**src/rtl/bp_cfg_link_pkg.sv**
```systemverilog
// Shared config-link definitions for the boot sequencer: processor config
// table, config-link register addresses and the sequencer state encoding.
package bp_cfg_link_pkg;

    // Processor configurations selectable through cfg_p
    typedef enum logic [1:0] {
        e_bp_single_core_cfg = 2'd0,
        e_bp_quad_core_cfg   = 2'd1
    } bp_cfg_e;

    // Subset of processor parameters the sequencer is sized from
    typedef struct packed {
        logic [31:0] num_core;
        logic [31:0] num_cce_instr_ram_els;
    } bp_proc_param_s;

    localparam bp_proc_param_s all_cfgs_gp [2] = '{
        '{num_core: 32'd1, num_cce_instr_ram_els: 32'd256},
        '{num_core: 32'd4, num_cce_instr_ram_els: 32'd256}
    };

    // Config-link register map
    localparam logic [15:0] cfg_addr_freeze_gp     = 16'h0001;
    localparam logic [15:0] cfg_addr_core_id_gp    = 16'h0002;
    localparam logic [15:0] cfg_addr_icache_id_gp  = 16'h0003;
    localparam logic [15:0] cfg_addr_dcache_id_gp  = 16'h0004;
    localparam logic [15:0] cfg_addr_cce_mode_gp   = 16'h0005;
    localparam logic [15:0] cfg_addr_ucode_base_gp = 16'h8000;

    // Sequencer states
    typedef enum logic [3:0] {
        e_cfg_reset    = 4'd0,
        e_cfg_idle     = 4'd1,
        e_cfg_freeze   = 4'd2,
        e_cfg_core_id  = 4'd3,
        e_cfg_icache   = 4'd4,
        e_cfg_dcache   = 4'd5,
        e_cfg_ucode_rd = 4'd6,
        e_cfg_ucode_wr = 4'd7,
        e_cfg_mode     = 4'd8,
        e_cfg_unfreeze = 4'd9,
        e_cfg_done     = 4'd10
    } bp_cfg_state_e;

endpackage

```
**src/rtl/bsg_counter_clear_up.sv**
```systemverilog
// Up counter with synchronous clear.
// Ports: clk_i, reset_i (sync, active-high), clear_i, up_i, count_o.
module bsg_counter_clear_up #(
    parameter int unsigned width_p = 8
) (
    input  logic               clk_i,
    input  logic               reset_i,
    input  logic               clear_i,
    input  logic               up_i,
    output logic [width_p-1:0] count_o
);

    // Clear has priority over increment
    always_ff @(posedge clk_i) begin
        if (reset_i || clear_i) begin
            count_o <= '0;
        end else if (up_i) begin
            count_o <= count_o + width_p'(1);
        end
    end

endmodule

```
**src/rtl/bp_cfg_sequencer.sv**
```systemverilog
// Boot-time config sequencer: freezes all cores, writes per-core core/LCE ids,
// streams CCE microcode from a synchronous ROM into CCE 0, sets the CCE mode
// and unfreezes.
// Ports: clk_i/reset_i (sync active-high), start_i, cfg_* write channel with
// cfg_ready_i handshake, rom_addr_o/rom_data_i microcode ROM, busy_o, done_o.
module bp_cfg_sequencer
    import bp_cfg_link_pkg::*;
#(
    parameter bp_cfg_e     cfg_p             = e_bp_single_core_cfg,
    parameter int unsigned cce_instr_width_p = 48,
    parameter int unsigned cfg_addr_width_p  = 16,
    parameter int unsigned cfg_data_width_p  = 64,
    parameter int unsigned cce_mode_p        = 0,
    localparam bp_proc_param_s proc_param_lp = all_cfgs_gp[cfg_p],
    localparam int unsigned num_core_lp      = proc_param_lp.num_core,
    localparam int unsigned num_els_lp       = proc_param_lp.num_cce_instr_ram_els,
    localparam int unsigned core_width_lp    = (num_core_lp > 1) ? $clog2(num_core_lp) : 1,
    localparam int unsigned rom_width_lp     = (num_els_lp > 1) ? $clog2(num_els_lp) : 1
) (
    input  logic                         clk_i,
    input  logic                         reset_i,
    input  logic                         start_i,
    output logic                         cfg_v_o,
    input  logic                         cfg_ready_i,
    output logic                         cfg_bcast_o,
    output logic [core_width_lp-1:0]     cfg_core_o,
    output logic [cfg_addr_width_p-1:0]  cfg_addr_o,
    output logic [cfg_data_width_p-1:0]  cfg_data_o,
    output logic [rom_width_lp-1:0]      rom_addr_o,
    input  logic [cce_instr_width_p-1:0] rom_data_i,
    output logic                         busy_o,
    output logic                         done_o
);

    bp_cfg_state_e             state_r, state_n;
    logic [core_width_lp-1:0]  core_r;
    logic [rom_width_lp-1:0]   ucode_idx;
    logic                      fire;
    logic                      last_core;
    logic                      last_word;
    logic                      idx_up;
    logic                      idx_clear;

    // cfg_v_o decodes from state only, so this has no loop back to outputs
    assign fire      = cfg_v_o & cfg_ready_i;
    assign last_core = (core_r == core_width_lp'(num_core_lp - 1));
    assign last_word = (ucode_idx == rom_width_lp'(num_els_lp - 1));
    assign idx_up    = (state_r == e_cfg_ucode_wr) && fire && !last_word;
    assign idx_clear = (state_r == e_cfg_ucode_wr) && fire && last_word;

    // State register
    always_ff @(posedge clk_i) begin
        if (reset_i) begin
            state_r <= e_cfg_reset;
        end else begin
            state_r <= state_n;
        end
    end

    // Core counter; wraps to 0 after the last core's DCACHE write
    always_ff @(posedge clk_i) begin
        if (reset_i) begin
            core_r <= '0;
        end else if ((state_r == e_cfg_dcache) && fire) begin
            core_r <= last_core ? '0 : core_r + core_width_lp'(1);
        end
    end

    // Microcode index; held through UCODE_WR so the ROM data stays valid
    bsg_counter_clear_up #(
        .width_p (rom_width_lp)
    ) u_ucode_idx (
        .clk_i   (clk_i),
        .reset_i (reset_i),
        .clear_i (idx_clear),
        .up_i    (idx_up),
        .count_o (ucode_idx)
    );

    // Next-state logic
    always_comb begin
        state_n = state_r;
        case (state_r)
            e_cfg_reset:    state_n = e_cfg_idle;
            e_cfg_idle,
            e_cfg_done:     if (start_i) state_n = e_cfg_freeze;
            e_cfg_freeze:   if (fire) state_n = e_cfg_core_id;
            e_cfg_core_id:  if (fire) state_n = e_cfg_icache;
            e_cfg_icache:   if (fire) state_n = e_cfg_dcache;
            e_cfg_dcache:   if (fire) state_n = last_core ? e_cfg_ucode_rd : e_cfg_core_id;
            e_cfg_ucode_rd: state_n = e_cfg_ucode_wr;
            e_cfg_ucode_wr: if (fire) state_n = last_word ? e_cfg_mode : e_cfg_ucode_rd;
            e_cfg_mode:     if (fire) state_n = e_cfg_unfreeze;
            e_cfg_unfreeze: if (fire) state_n = e_cfg_done;
            default:        state_n = e_cfg_reset;
        endcase
    end

    // Output decode from registered state, core counter and index
    always_comb begin
        cfg_v_o     = 1'b0;
        cfg_bcast_o = 1'b0;
        cfg_core_o  = '0;
        cfg_addr_o  = '0;
        cfg_data_o  = '0;
        rom_addr_o  = '0;
        busy_o      = 1'b0;
        done_o      = 1'b0;
        case (state_r)
            e_cfg_freeze: begin
                busy_o      = 1'b1;
                cfg_v_o     = 1'b1;
                cfg_bcast_o = 1'b1;
                cfg_addr_o  = cfg_addr_width_p'(cfg_addr_freeze_gp);
                cfg_data_o  = cfg_data_width_p'(1);
            end
            e_cfg_core_id: begin
                busy_o     = 1'b1;
                cfg_v_o    = 1'b1;
                cfg_core_o = core_r;
                cfg_addr_o = cfg_addr_width_p'(cfg_addr_core_id_gp);
                cfg_data_o = cfg_data_width_p'(core_r);
            end
            e_cfg_icache: begin
                busy_o     = 1'b1;
                cfg_v_o    = 1'b1;
                cfg_core_o = core_r;
                cfg_addr_o = cfg_addr_width_p'(cfg_addr_icache_id_gp);
                cfg_data_o = cfg_data_width_p'({core_r, 1'b0});
            end
            e_cfg_dcache: begin
                busy_o     = 1'b1;
                cfg_v_o    = 1'b1;
                cfg_core_o = core_r;
                cfg_addr_o = cfg_addr_width_p'(cfg_addr_dcache_id_gp);
                cfg_data_o = cfg_data_width_p'({core_r, 1'b1});
            end
            e_cfg_ucode_rd: begin
                busy_o     = 1'b1;
                rom_addr_o = ucode_idx;
            end
            e_cfg_ucode_wr: begin
                busy_o     = 1'b1;
                cfg_v_o    = 1'b1;
                rom_addr_o = ucode_idx;
                cfg_addr_o = cfg_addr_width_p'(cfg_addr_ucode_base_gp)
                           + cfg_addr_width_p'(ucode_idx);
                cfg_data_o = cfg_data_width_p'(rom_data_i);
            end
            e_cfg_mode: begin
                busy_o     = 1'b1;
                cfg_v_o    = 1'b1;
                cfg_addr_o = cfg_addr_width_p'(cfg_addr_cce_mode_gp);
                cfg_data_o = cfg_data_width_p'(cce_mode_p);
            end
            e_cfg_unfreeze: begin
                busy_o      = 1'b1;
                cfg_v_o     = 1'b1;
                cfg_bcast_o = 1'b1;
                cfg_addr_o  = cfg_addr_width_p'(cfg_addr_freeze_gp);
            end
            e_cfg_done: done_o = 1'b1;
            default: ;
        endcase
    end

endmodule

```
**config.mk**
```make
export PLATFORM = sky130hd
export DESIGN_NAME = bp_cfg_sequencer
export DESIGN_NICKNAME = d
export VERILOG_FILES = /design/src/rtl/bp_cfg_link_pkg.sv /design/src/rtl/bsg_counter_clear_up.sv /design/src/rtl/bp_cfg_sequencer.sv
export SDC_FILE = /design/constraint.sdc
export NUM_CORES = 1
export LEC_CHECK = 0
export CAP_MARGIN = 0
export CORE_ASPECT_RATIO = 1.2
export CORE_UTILIZATION = 32
export CTS_CLUSTER_SIZE = 28
export DETAILED_ROUTE_END_ITERATION = 16
export PLACE_DENSITY = 0.87
export SETUP_SLACK_MARGIN = 0.15
export SLEW_MARGIN = 0
export SYNTH_ARGS = -nofsm -noshare
export SYNTH_HDL_FRONTEND = slang
export SYNTH_SLANG_ARGS = --single-unit
```
**constraint.sdc**
```tcl
create_clock -name clk_i -period 2.3 [get_ports clk_i]
set_input_delay 0.23 -clock clk_i [delete_from_list [all_inputs] [get_ports clk_i]]
set_output_delay 0.23 -clock clk_i [all_outputs]
set_load 0.02 [all_outputs]
```
## Word-level counts from Yosys, hierarchy flattened

Cells that the tools add are included.

- Bitwise gates (word level): 1
- Mux-type cells: 20
- Reductions and logical operators: 14
- $add $sub $neg: 3
- Eq/ne operators: 19

Operators by type and width:

| operator | count |
|---|---|
| $pmux 48 s5 | 1 |
| $pmux 16 s6 | 1 |
| $pmux 4 s10 | 1 |
| $mux 4 | 9 |
| $add 16x8->16 const A | 1 |
| $eq 4x3->1 const B | 4 |
| $ne 2x2->1 const B | 8 |
| $eq 4x4->1 const B | 3 |
| $add 8x1->8 const B | 1 |
| $eq 4x2->1 const B | 2 |
| $eq 8x8->1 const B | 1 |
| $mux 8 | 1 |
| $reduce_and 8->1 | 1 |
| $reduce_or 8->1 | 1 |
| $reduce_or 7->1 | 1 |
| $mux 1 | 6 |
| $reduce_or 2->1 | 3 |
| $eq 4x1->1 const B | 1 |
| $logic_and 1x1->1 | 4 |
| $logic_not 4->1 | 1 |
| $mux 3 | 1 |
| $reduce_or 3->1 | 1 |
| $add 1x1->1 const B | 1 |
| $and 1x1->1 | 1 |
| other kinds (2) | 2 |

- Output and inout bits: 93
- Flip-flop bits (word level): 13

## Depth between registers and ports, before layout

Gate-level depths: netlist of run 1.

- Depth in word-level cells: 7
- Depth in mapped cells: 6
- Mapped depth without buffers: 5

## By module

A second synthesis of run 1 with hierarchy kept.

- Cells, all modules: 202
- Area, all modules: 1,455.1 µm²

Modules (own cells, without submodules):

| module | area each (µm²) | times used | cells an instance | seq. area each (µm²) |
|---|---|---|---|---|
| bp_cfg_sequencer | 1,109.8 | 1 | 164 | 80.1 |
| bsg_counter_clear_up | 345.3 | 1 | 38 | 160.2 |

## Worst setup path after synthesis of run 1

OpenSTA, ideal clock, no wires.

- Kind: register to output
- Start point: reg state_r[2]
- End point: out cfg_v_o
- Data arrival time: 1.598 ns
- Path slack: 0.472 ns
- Buffers on the path: 2
- Stages on the path, launching flop included: 5
- Data required time: 2.070 ns
- Cell sequence: dfxtp_1 clkbuf_1 clkbuf_1 nor3_1 a211oi_1

- Cells in the longest elaborated chain, start to end: 3
- Elaborated cells on any way between the ends: 9
- Classes of those cells: 7 x eq/ne; 1 x mux; 1 x reduce/logical

RTL lines:

| item | RTL line | source |
|---|---|---|
| start, declared | bp_cfg_sequencer.sv:35 | `bp_cfg_state_e state_r, state_n;` |
| start signal, assigned | bp_cfg_sequencer.sv:54 | `state_r <= e_cfg_reset;` |
| start signal, assigned | bp_cfg_sequencer.sv:56 | `state_r <= state_n;` |
| $eq 4x3->1, or another cell as far along | bp_cfg_sequencer.sv:109 | `case (state_r)` |
| $reduce_or 7->1 (no source line) * | n/a |  |
| $mux 1 * | bp_cfg_sequencer.sv:109 |  |
| end, declared | bp_cfg_sequencer.sv:23 | `output logic cfg_v_o,` |

Every way passes the cells marked *; elsewhere a longest branch is shown, timed or not.

## Worst setup path after layout of run 1

- Start point: reg state_r[1]
- End point: out cfg_addr_o[2]

- Cells in the longest elaborated chain, start to end: 3
- Elaborated cells on any way between the ends: 9
- Classes of those cells: 7 x eq/ne; 1 x mux; 1 x reduce/logical

RTL lines:

| item | RTL line | source |
|---|---|---|
| $eq 4x4->1 / $eq 4x2->1 (equally long branches) | bp_cfg_sequencer.sv:109 |  |
| $reduce_or 2->1 (no source line) | n/a |  |
| $pmux 16 s6 * | bp_cfg_sequencer.sv:109 |  |
| end, declared | bp_cfg_sequencer.sv:27 | `output logic [cfg_addr_width_p-1:0] cfg_addr_o,` |

Marked as above.

==> impl_summary.md, run 1 <==
Worst setup path
The worst setup path is captured at a primary output. The kind of critical path is reg -> out. The largest single stage delay on the critical path is 0.67 ns.

The number of buffer and inverter stages on the critical path is 3. On the critical path the largest part of the delay comes from buffers and inverters. The startpoint identified for the worst register-to-register timing path is state_r[0]$_SDFFE_PP0P_. The worst setup path is launched from a register. The worst reg2reg path endpoint is state_r[0]$_SDFFE_PP0P_.

Along the worst path, the maximum fanout reaches 12. The library cell contributing the largest single delay on the critical path is sky130_fd_sc_hd__clkdlybuf4s50_1. Across all register-to-register paths, the minimum setup slack is 0.42 ns.

The number of cells on the worst reg-to-reg path is 6. The signal on the critical path passes through buf_4, inv_1, o2111ai_1, o41ai_1, clkdlybuf4s50_1. For the worst setup path, the data arrival time is 1.82 ns.

STA puts the critical path data required time at 2.07 ns.

Synth
The async set-or-reset flop fraction in the synthesized netlist is 0%. The register area share after synthesis is between 10% and 20%. The average cell area after synthesis is 7.05 µm². After synthesis, the largest family of logic cells by area is simple AND/OR/NAND/NOR gates.

The top cell type by total area after synthesis is sky130_fd_sc_hd__and2_1. The synthesized netlist devotes less than 1% of its cell area to adder and majority cells. After synthesis the netlist holds a flip-flop and latch count of 12.

For this run, the number of Yosys warnings is 0. The prevailing post-synth register cell is sky130_fd_sc_hd__dfxtp_1. The synthesized design contains 0 enable-type register cells.

The number of different library cells in the post-synthesis netlist is 44. The top-area cell type share of the netlist area is 25.7%. The summed instance area of the synthesized netlist is 0.00144 mm². Summing the areas of all compound-gate instances in the mapped netlist gives 17.1% of the synthesized area. The portion of synthesized area spent on multiplexers is 1.57%.

In the post-synthesis netlist, the biggest area contributors are sky130_fd_sc_hd__and2_1, sky130_fd_sc_hd__dfxtp_1, sky130_fd_sc_hd__buf_4, sky130_fd_sc_hd__nor2_1, sky130_fd_sc_hd__a21oi_1. The post-synthesis share of cell area spent on and, or, nand and nor gates is around 44%. The cell count after synthesis came out at 204. The XOR/XNOR share of the synthesized area is under 10%.

Clocking
The clock slew seen by the registers of the worst setup and hold paths is 0.05 ns. The level count of the clock H-tree is 1. The root buffer cell is sky130_fd_sc_hd__clkbuf_8. Clock tree synthesis found a total of 12 sinks. In this run the deepest clock path goes through 2 buffers. In this run, CTS created clock tree buffers numbering 3. The TritonCTS clock tree is yes. The clock latency reported for the late side of the worst-skew pair is 0.24 ns.

Place
Input and output buffers added on the ports amount to 120. The placed instances occupy a cell area of 0.00262 mm². At the end of routability-driven placement, the weighted congestion stood at 0.881. The wire-length estimate of the detail-placed layout is approximately 4.2 mm.

The placement-stage worst setup slack is 0.325 ns.

Timing
Setup violations remaining at the end of the flow were counted as 0. The number of hold violations in the final report was 0. The final-report max-slew violation count is 0. The minimum hold slack is 0.537 ns. After layout, the worst setup slack is 0.251 ns. Setup repair after global routing left no endpoint under its margin. Dividing the final minimum period by the clock period gives 89.1%. Timing would allow up to about 490 MHz. The accumulated negative setup slack is 0 ns. Counting I/O delays and the setup requirement, the final critical path takes between 2 and 2.5 ns.

The final clock skew is 0.00171 ns.

Worst hold path
Along the worst hold path, the cell count comes to 2. The class of the tightest hold or removal check is reg -> reg. The hold path startpoint is u_ucode_idx.count_o[4]$_SDFFE_PP0P_. The path with the worst hold slack has its endpoint at u_ucode_idx.count_o[4]$_SDFFE_PP0P_.

Floorplanning
Measured along the y axis, the die boundary spans 75.4 µm. Row generation in the floorplan step produced 26 rows. The floorplan die area is 0.00477 mm².

The overall die width is 63.2 µm. The placeable core area is around 0.0043 mm². The initial core utilization is 33.5%. The I/O pin total is 145.

Flow run
Max-cap violations in this run came to 0.

Final layout
The top cell types in the final layout, fill and taps aside, are sky130_fd_sc_hd__clkdlybuf4s50_1, sky130_fd_sc_hd__and2_1, sky130_fd_sc_hd__dlygate4sd2_1, sky130_fd_sc_hd__conb_1, sky130_fd_sc_hd__nor2_1. Relative to the synthesized area, the layout overhead comes to 86.1%. The most frequent standard cell in the layout excluding fill and tap cells is sky130_fd_sc_hd__clkdlybuf4s50_1. The number of antenna diodes in the final layout is 0. The fraction of final layout cells sized beyond drive strength 1 is under 10%.

The final layout contains approximately 380 nets. Cells fill 62.3% of the core in the end. Once layout is done, the placed cells without fillers occupy between 0.002 and 0.003 mm².

Global route
The aggregate global-route resource usage is 22.6%. The via count of the first global-routing pass is 1,683. The initial antenna violation count is 0. After global routing the overflow that remains totals 0. The first global-routing pass estimated 8.20 mm of wire.

Entering global routing, the biggest net connects 57 pins.

Pwr
The worst-case IR drop observed on VDD is 0.225 mV. Power spread over the standard cell area amounts to 412 mW/mm². For this design the static power due to leakage is 1.50 nW.

Detailed routing
Summing over every cut layer, the via total after detailed routing is 1,796. In the final routed layout, each cell accounts on average for 14.7 µm. The mean number of vias per cell is 4.78. The antenna violation net count after detailed routing is 0. The detailed-router iteration count before antenna repair is 4. After the first detailed-routing iteration, the DRC count stood at between 100 and 150.

The wire length reported by the detailed router is 5.51 mm. The residual DRC count is 0.

Run status
The flow ran to the end, and the final reports show no timing, DRC or antenna violations.
[report_power, final]
group          switching (W)  internal [W]  leakage (nW)
logic               0.000335      0.000316          1.38
clock network      0.0000705      0.000115        0.0216
registers          0.0000316      0.000233        0.0977
total               0.000437      0.000664          1.50
[state kept, by name, indices dropped and copies added (netlist names)]
signal               count
state_r                  4
u_ucode_idx.count_o      8
[worst register-to-register path: stages, from the launching register on]
cell and delay (ns):
sky130_fd_sc_hd__dfxtp_2 0.35, sky130_fd_sc_hd__buf_4 0.18, sky130_fd_sc_hd__buf_4 0.16, sky130_fd_sc_hd__nor3b_1 0.13, sky130_fd_sc_hd__o32ai_1 0.41, sky130_fd_sc_hd__o21a_1 0.20, sky130_fd_sc_hd__mux2_2 0.34
[synthesized netlist by cell type (all sizes together), types with 4 or more instances]
master / number
buf: 29
clkbuf: 9
nor2: 17
dfxtp: 12
nor3: 4
nand3: 7
nand2: 4
o21ai: 7
nand2b: 4
a21oi: 8
and2: 59
[metrics by stage]
step	power (W)	std cells
global placement	0.000903	372
CTS	0.00111	375
global route	0.00118	376
finish	0.00110	376
detailed placement	0.000913	372
floorplan	0.000668	227
[metal layers]
metal  GRT usage, %  wire length, µm
met5              0                0
met4           8.84               89
met3           8.53              667
met2           36.2             2530
met1           27.7             2230
[area by class of cell]
cell class                      instances  area (µm²)
Sequential cell                        12         243
Clock buffer                            3        41.3
Timing Repair Buffer                  128        1270
Fill cell                             416        1620
Inverter                                3        11.3
Tap cell                               56        70.1
Multi-Input combinational cell        174        1040
[cells by family after synthesis]
kind of cell,after synthesis
adders and majority gates,1
and+or+nand+nor,110
DFF,12
muxes,2
buffers and inverters,41
xor gates and xnor gates,3
other,1
AOI/OAI and AO/OA,34
[worst max-delay path by stage]
| stage | cells past startpoint | startpoint | slack [ns] | end |
|---|---|---|---|---|
| after floorplan | 4 | state_r[2]$_SDFFE_PP0P_ | 0.47 | cfg_v_o |
| after detailed placement | 4 | state_r[1]$_SDFFE_PP0P_ | 0.33 | rom_addr_o[4] |
| final | 5 | state_r[1]$_SDFFE_PP0P_ | 0.25 | cfg_addr_o[2] |
| after CTS | 5 | state_r[0]$_SDFFE_PP0P_ | 0.16 | cfg_bcast_o |
| after global routing | 3 | state_r[1]$_SDFFE_PP0P_ | 0.18 | cfg_addr_o[2] |
| after global placement | 4 | state_r[0]$_SDFFE_PP0P_ | 0.33 | cfg_data_o[29] |
[repair_timing]
action / in CTS / in global routing
hold buffers: 0 / 0
buffers inserted: 0 / 0
pin swaps: 0 / 1
resized for setup: 47 / 17
setup endpoints to repair: 62 / 18
cloned: 0 / 1
No activity file was read; power rests on OpenSTA's default activity.
==> run 2: changes to the inputs <==
- ABC_CLOCK_PERIOD_IN_PS: default -> 2300
==> results of run 2 <==
Final layout, timing and power as in run 1 (identical DEF).
==> run 3: changes to the inputs <==
- TNS_END_PERCENT: default -> 5
==> run 3 against run 2 <==
Clock skew about the same. Clock power about the same. Final cell count decreased by 0.27%. Design area decreased by 0.37%. Hold slack got worse by 0.00053 ns. Via count decreased by 0.67%. Count of clock-buffer cells in the layout unchanged. Maximum frequency decreased by 7.2%. Critical path depth decreased by 1. Sequential cell count unchanged. Power increased by 0.12%. Largest power group unchanged.
==> impl_summary.md, run 3 (synthesized netlist as in run 1, its figures left out) <==
Worst setup path
The kind of start point of the critical path is a register. The data arrival time of the worst path is 1.98 ns (+0.16 ns). The critical path endpoint category is a primary output. The critical path ends at cfg_data_o[2]. The number of cells on the worst reg-to-reg path is 6 (unchanged).

The reg-to-reg startpoint is state_r[0]$_SDFFE_PP0P_. The highest fanout seen on the critical path is 56 (+44). The data required time of the critical path was 2.07 ns (about the same).

The worst reg-to-reg setup slack was 0.43 ns (about the same). The most critical setup path has its startpoint at state_r[1]$_SDFFE_PP0P_. The critical path in this run is classified as reg -> out. The endpoint identified for the worst register-to-register timing path is state_r[0]$_SDFFE_PP0P_.

Run status
The run finished with clean final reports.

Clocking
The clock slew seen by the registers of the worst setup and hold paths is 0.05 ns (about the same). The setup fix buffers added after clock tree synthesis is 0 (unchanged). The number of clock sinks seen by CTS is 12 (unchanged). The level count of the clock H-tree is 1 (unchanged). The clock latency reported for the late side of the worst-skew pair came to 0.24 ns (about the same). The root buffer cell is sky130_fd_sc_hd__clkbuf_8. The clock tree buffer depth is 2 (unchanged). The TritonCTS clock tree is yes. The TritonCTS buffer count is 3 (unchanged).

Global route
The via count of the first global-routing pass is 1,699 (+0.95%). The wire length of the first global-routing pass is 8.25 mm (+0.50%). The total congestion overflow is 0 (unchanged). The initial antenna violation count is 0 (unchanged).

The aggregate global-route resource usage is 22.7% (+0.096 points). The largest net degree at the start of global routing is 57 (unchanged).

Place
The quantity of I/O buffers inserted on ports came to 120 (unchanged). The placed wire-length estimate after detailed placement is 4.19 mm (unchanged). The global placement routability congestion is 0.881 (unchanged).

The cell area reported after detailed placement came to 0.00262 mm² (unchanged).

Pwr
The total power divided by cell area is 414 mW/mm² (+0.50%). The leakage power figure was 1.07 nW (-28%). The highest ir drop seen on vdd is 0.225 mV (-0.14%).

Timing
The fmax came to 453 MHz (-7.2%). The number of hold violations in the final report is 0 (unchanged). Setup repair after global routing could not meet its margin everywhere. The final clock skew is 0.00203 ns (+0.000320 ns). The shortest period the worst path allows is 2.21 ns (+0.160 ns). The share of the clock period used by the worst path after layout is 96.0% (+6.9 points).

The accumulated negative setup slack is 0 ns (unchanged). The final-report max-slew violation count is 0 (unchanged). The final setup violation count is 0 (unchanged).

Final layout
The summed area of non-filler cells in the final layout is 0.00267 mm² (-0.37%). The multi-input gate area in the final layout came to 0.00103 mm² (-0.48%). The register ranked first by flip-flop count is u_ucode_idx.count_o. Leaving out fill and tap cells, the most frequent cells in the layout are sky130_fd_sc_hd__clkdlybuf4s50_1, sky130_fd_sc_hd__and2_1, sky130_fd_sc_hd__conb_1, sky130_fd_sc_hd__nor2_1, sky130_fd_sc_hd__dfxtp_1.

The layout overhead on the synthesized area is 85.4%. The final layout net count is 374 (-0.27%). The library cell used most frequently in the layout, excluding fill and tap cells, is sky130_fd_sc_hd__clkdlybuf4s50_1. The flip-flop count of the largest register, all copies and words added is 8 (unchanged). The sequential cell area in the final layout is 241 µm² (-0.52%). The number of inserted filler cells in the final layout is 397 (-4.6%). The fraction of final layout cells sized beyond drive strength 1 is 4.70% (-0.92 points). The largest registers in the layout are u_ucode_idx.count_o x8, state_r x4. The final antenna diode count is 0 (unchanged).

Floorplanning
The initial core utilization was 33.5% (unchanged). The die outline height is 75.4 µm (unchanged). The I/O pin total was 145 (unchanged). The number of standard-cell rows in the floorplan came to 26 (unchanged). The overall die width came to 63.2 µm (unchanged). The floorplan die area is 0.00477 mm² (unchanged). The placeable core area is 0.00429 mm² (unchanged).

Detailed routing
The wire length reported by the detailed router is 5.36 mm (-2.8%). The mean routed wirelength per cell is 14.3 µm (-2.5%). The residual DRC count is 0 (unchanged). The detailed-router iteration count before antenna repair is 4 (unchanged). The mean number of vias per cell was 4.76 (-0.40%). The antenna violation net count after detailed routing is 0 (unchanged). The starting DRC count in detailed routing came to 110 (-4.3%). The overall via count from detail_route is 1,784 (-0.67%).

Flow run
The number of max-capacitance violations reported came to 0 (unchanged).

Worst hold path
The class of the tightest hold or removal check is reg -> reg.
==> run 3: changes by cell type in the layout (fill, tap and decap cells not counted), sizes merged <==
| cell | delta |
|---|---|
| clkdlybuf4s50 | +53 |
| dlymetal6s2s | -12 |
| clkbuf | -1 |
| dlygate4sd2 | -41 |
==> run 3: critical path: stages, from the launching register on <==
cell and delay (ns):
sky130_fd_sc_hd__dfxtp_1 0.44, sky130_fd_sc_hd__and4b_1 0.29, sky130_fd_sc_hd__buf_12 0.22, sky130_fd_sc_hd__and2_1 0.18, sky130_fd_sc_hd__clkdlybuf4s50_1 0.61
==> run 3: cell type report <==
cell class	count	area share (%)
well taps	56	2.63
inverters	3	0.423
repair buffers	127	47.7
clock buffers	3	1.55
multi-input cells	174	38.7
flip-flops and latches	12	9.06
==> run 3: worst min-delay path by stage <==
stage                                                     end  slack (ns)  cells after the start                                 from
after CTS                 u_ucode_idx.count_o[7]$_SDFFE_PP0P_        0.53                      2  u_ucode_idx.count_o[7]$_SDFFE_PP0P_
after detailed placement  u_ucode_idx.count_o[7]$_SDFFE_PP0P_        0.52                      2  u_ucode_idx.count_o[7]$_SDFFE_PP0P_
after floorplan                       state_r[3]$_SDFFE_PP0P_        0.30                      1                              reset_i
after global placement    u_ucode_idx.count_o[4]$_SDFFE_PP0P_        0.51                      2  u_ucode_idx.count_o[4]$_SDFFE_PP0P_
final                     u_ucode_idx.count_o[7]$_SDFFE_PP0P_        0.54                      2  u_ucode_idx.count_o[7]$_SDFFE_PP0P_
after global routing      u_ucode_idx.count_o[7]$_SDFFE_PP0P_        0.59                      2  u_ucode_idx.count_o[7]$_SDFFE_PP0P_
==> run 3: power by group <==
| part | internal (W) | leakage (nW) | switching [W] | total [W] |
|---|---|---|---|---|
| combinational | 0.000325 | 0.953 | 0.000331 | 0.000655 |
| sequential | 0.000231 | 0.0974 | 0.0000317 | 0.000263 |
| clock | 0.000115 | 0.0216 | 0.0000700 | 0.000185 |
==> run 3: through the flow <==
step	instances	setup WS, ns	utilization (%)	hold WS [ns]	power, W
final	375	0.0914	62.1	0.536	0.00110
after detailed placement	372	0.325	61.0	0.525	0.000913
after floorplan	227	0.472	-	0.302	0.000668
after global routing	375	0.00892	62.1	0.585	0.00118
after CTS	375	0.0977	61.9	0.532	0.00111
after global placement	372	0.326	61.0	0.505	0.000903
==> run 3: what timing repair did <==
item                                   4_1_cts  5_1_grt
endpoints found under the hold margin        0        0
hold buffers                                 0        0
setup endpoints to repair                   62       62
gates resized for setup                      5        3
==> run 3: layer usage <==
metal	vias up	GRT usage, %	share of wire (%)
met5	-	0	0
met2	105	36.2	45
met1	795	28.0	39
met4	0	8.84	1.7
li1	876	-	-
met3	8	8.53	14
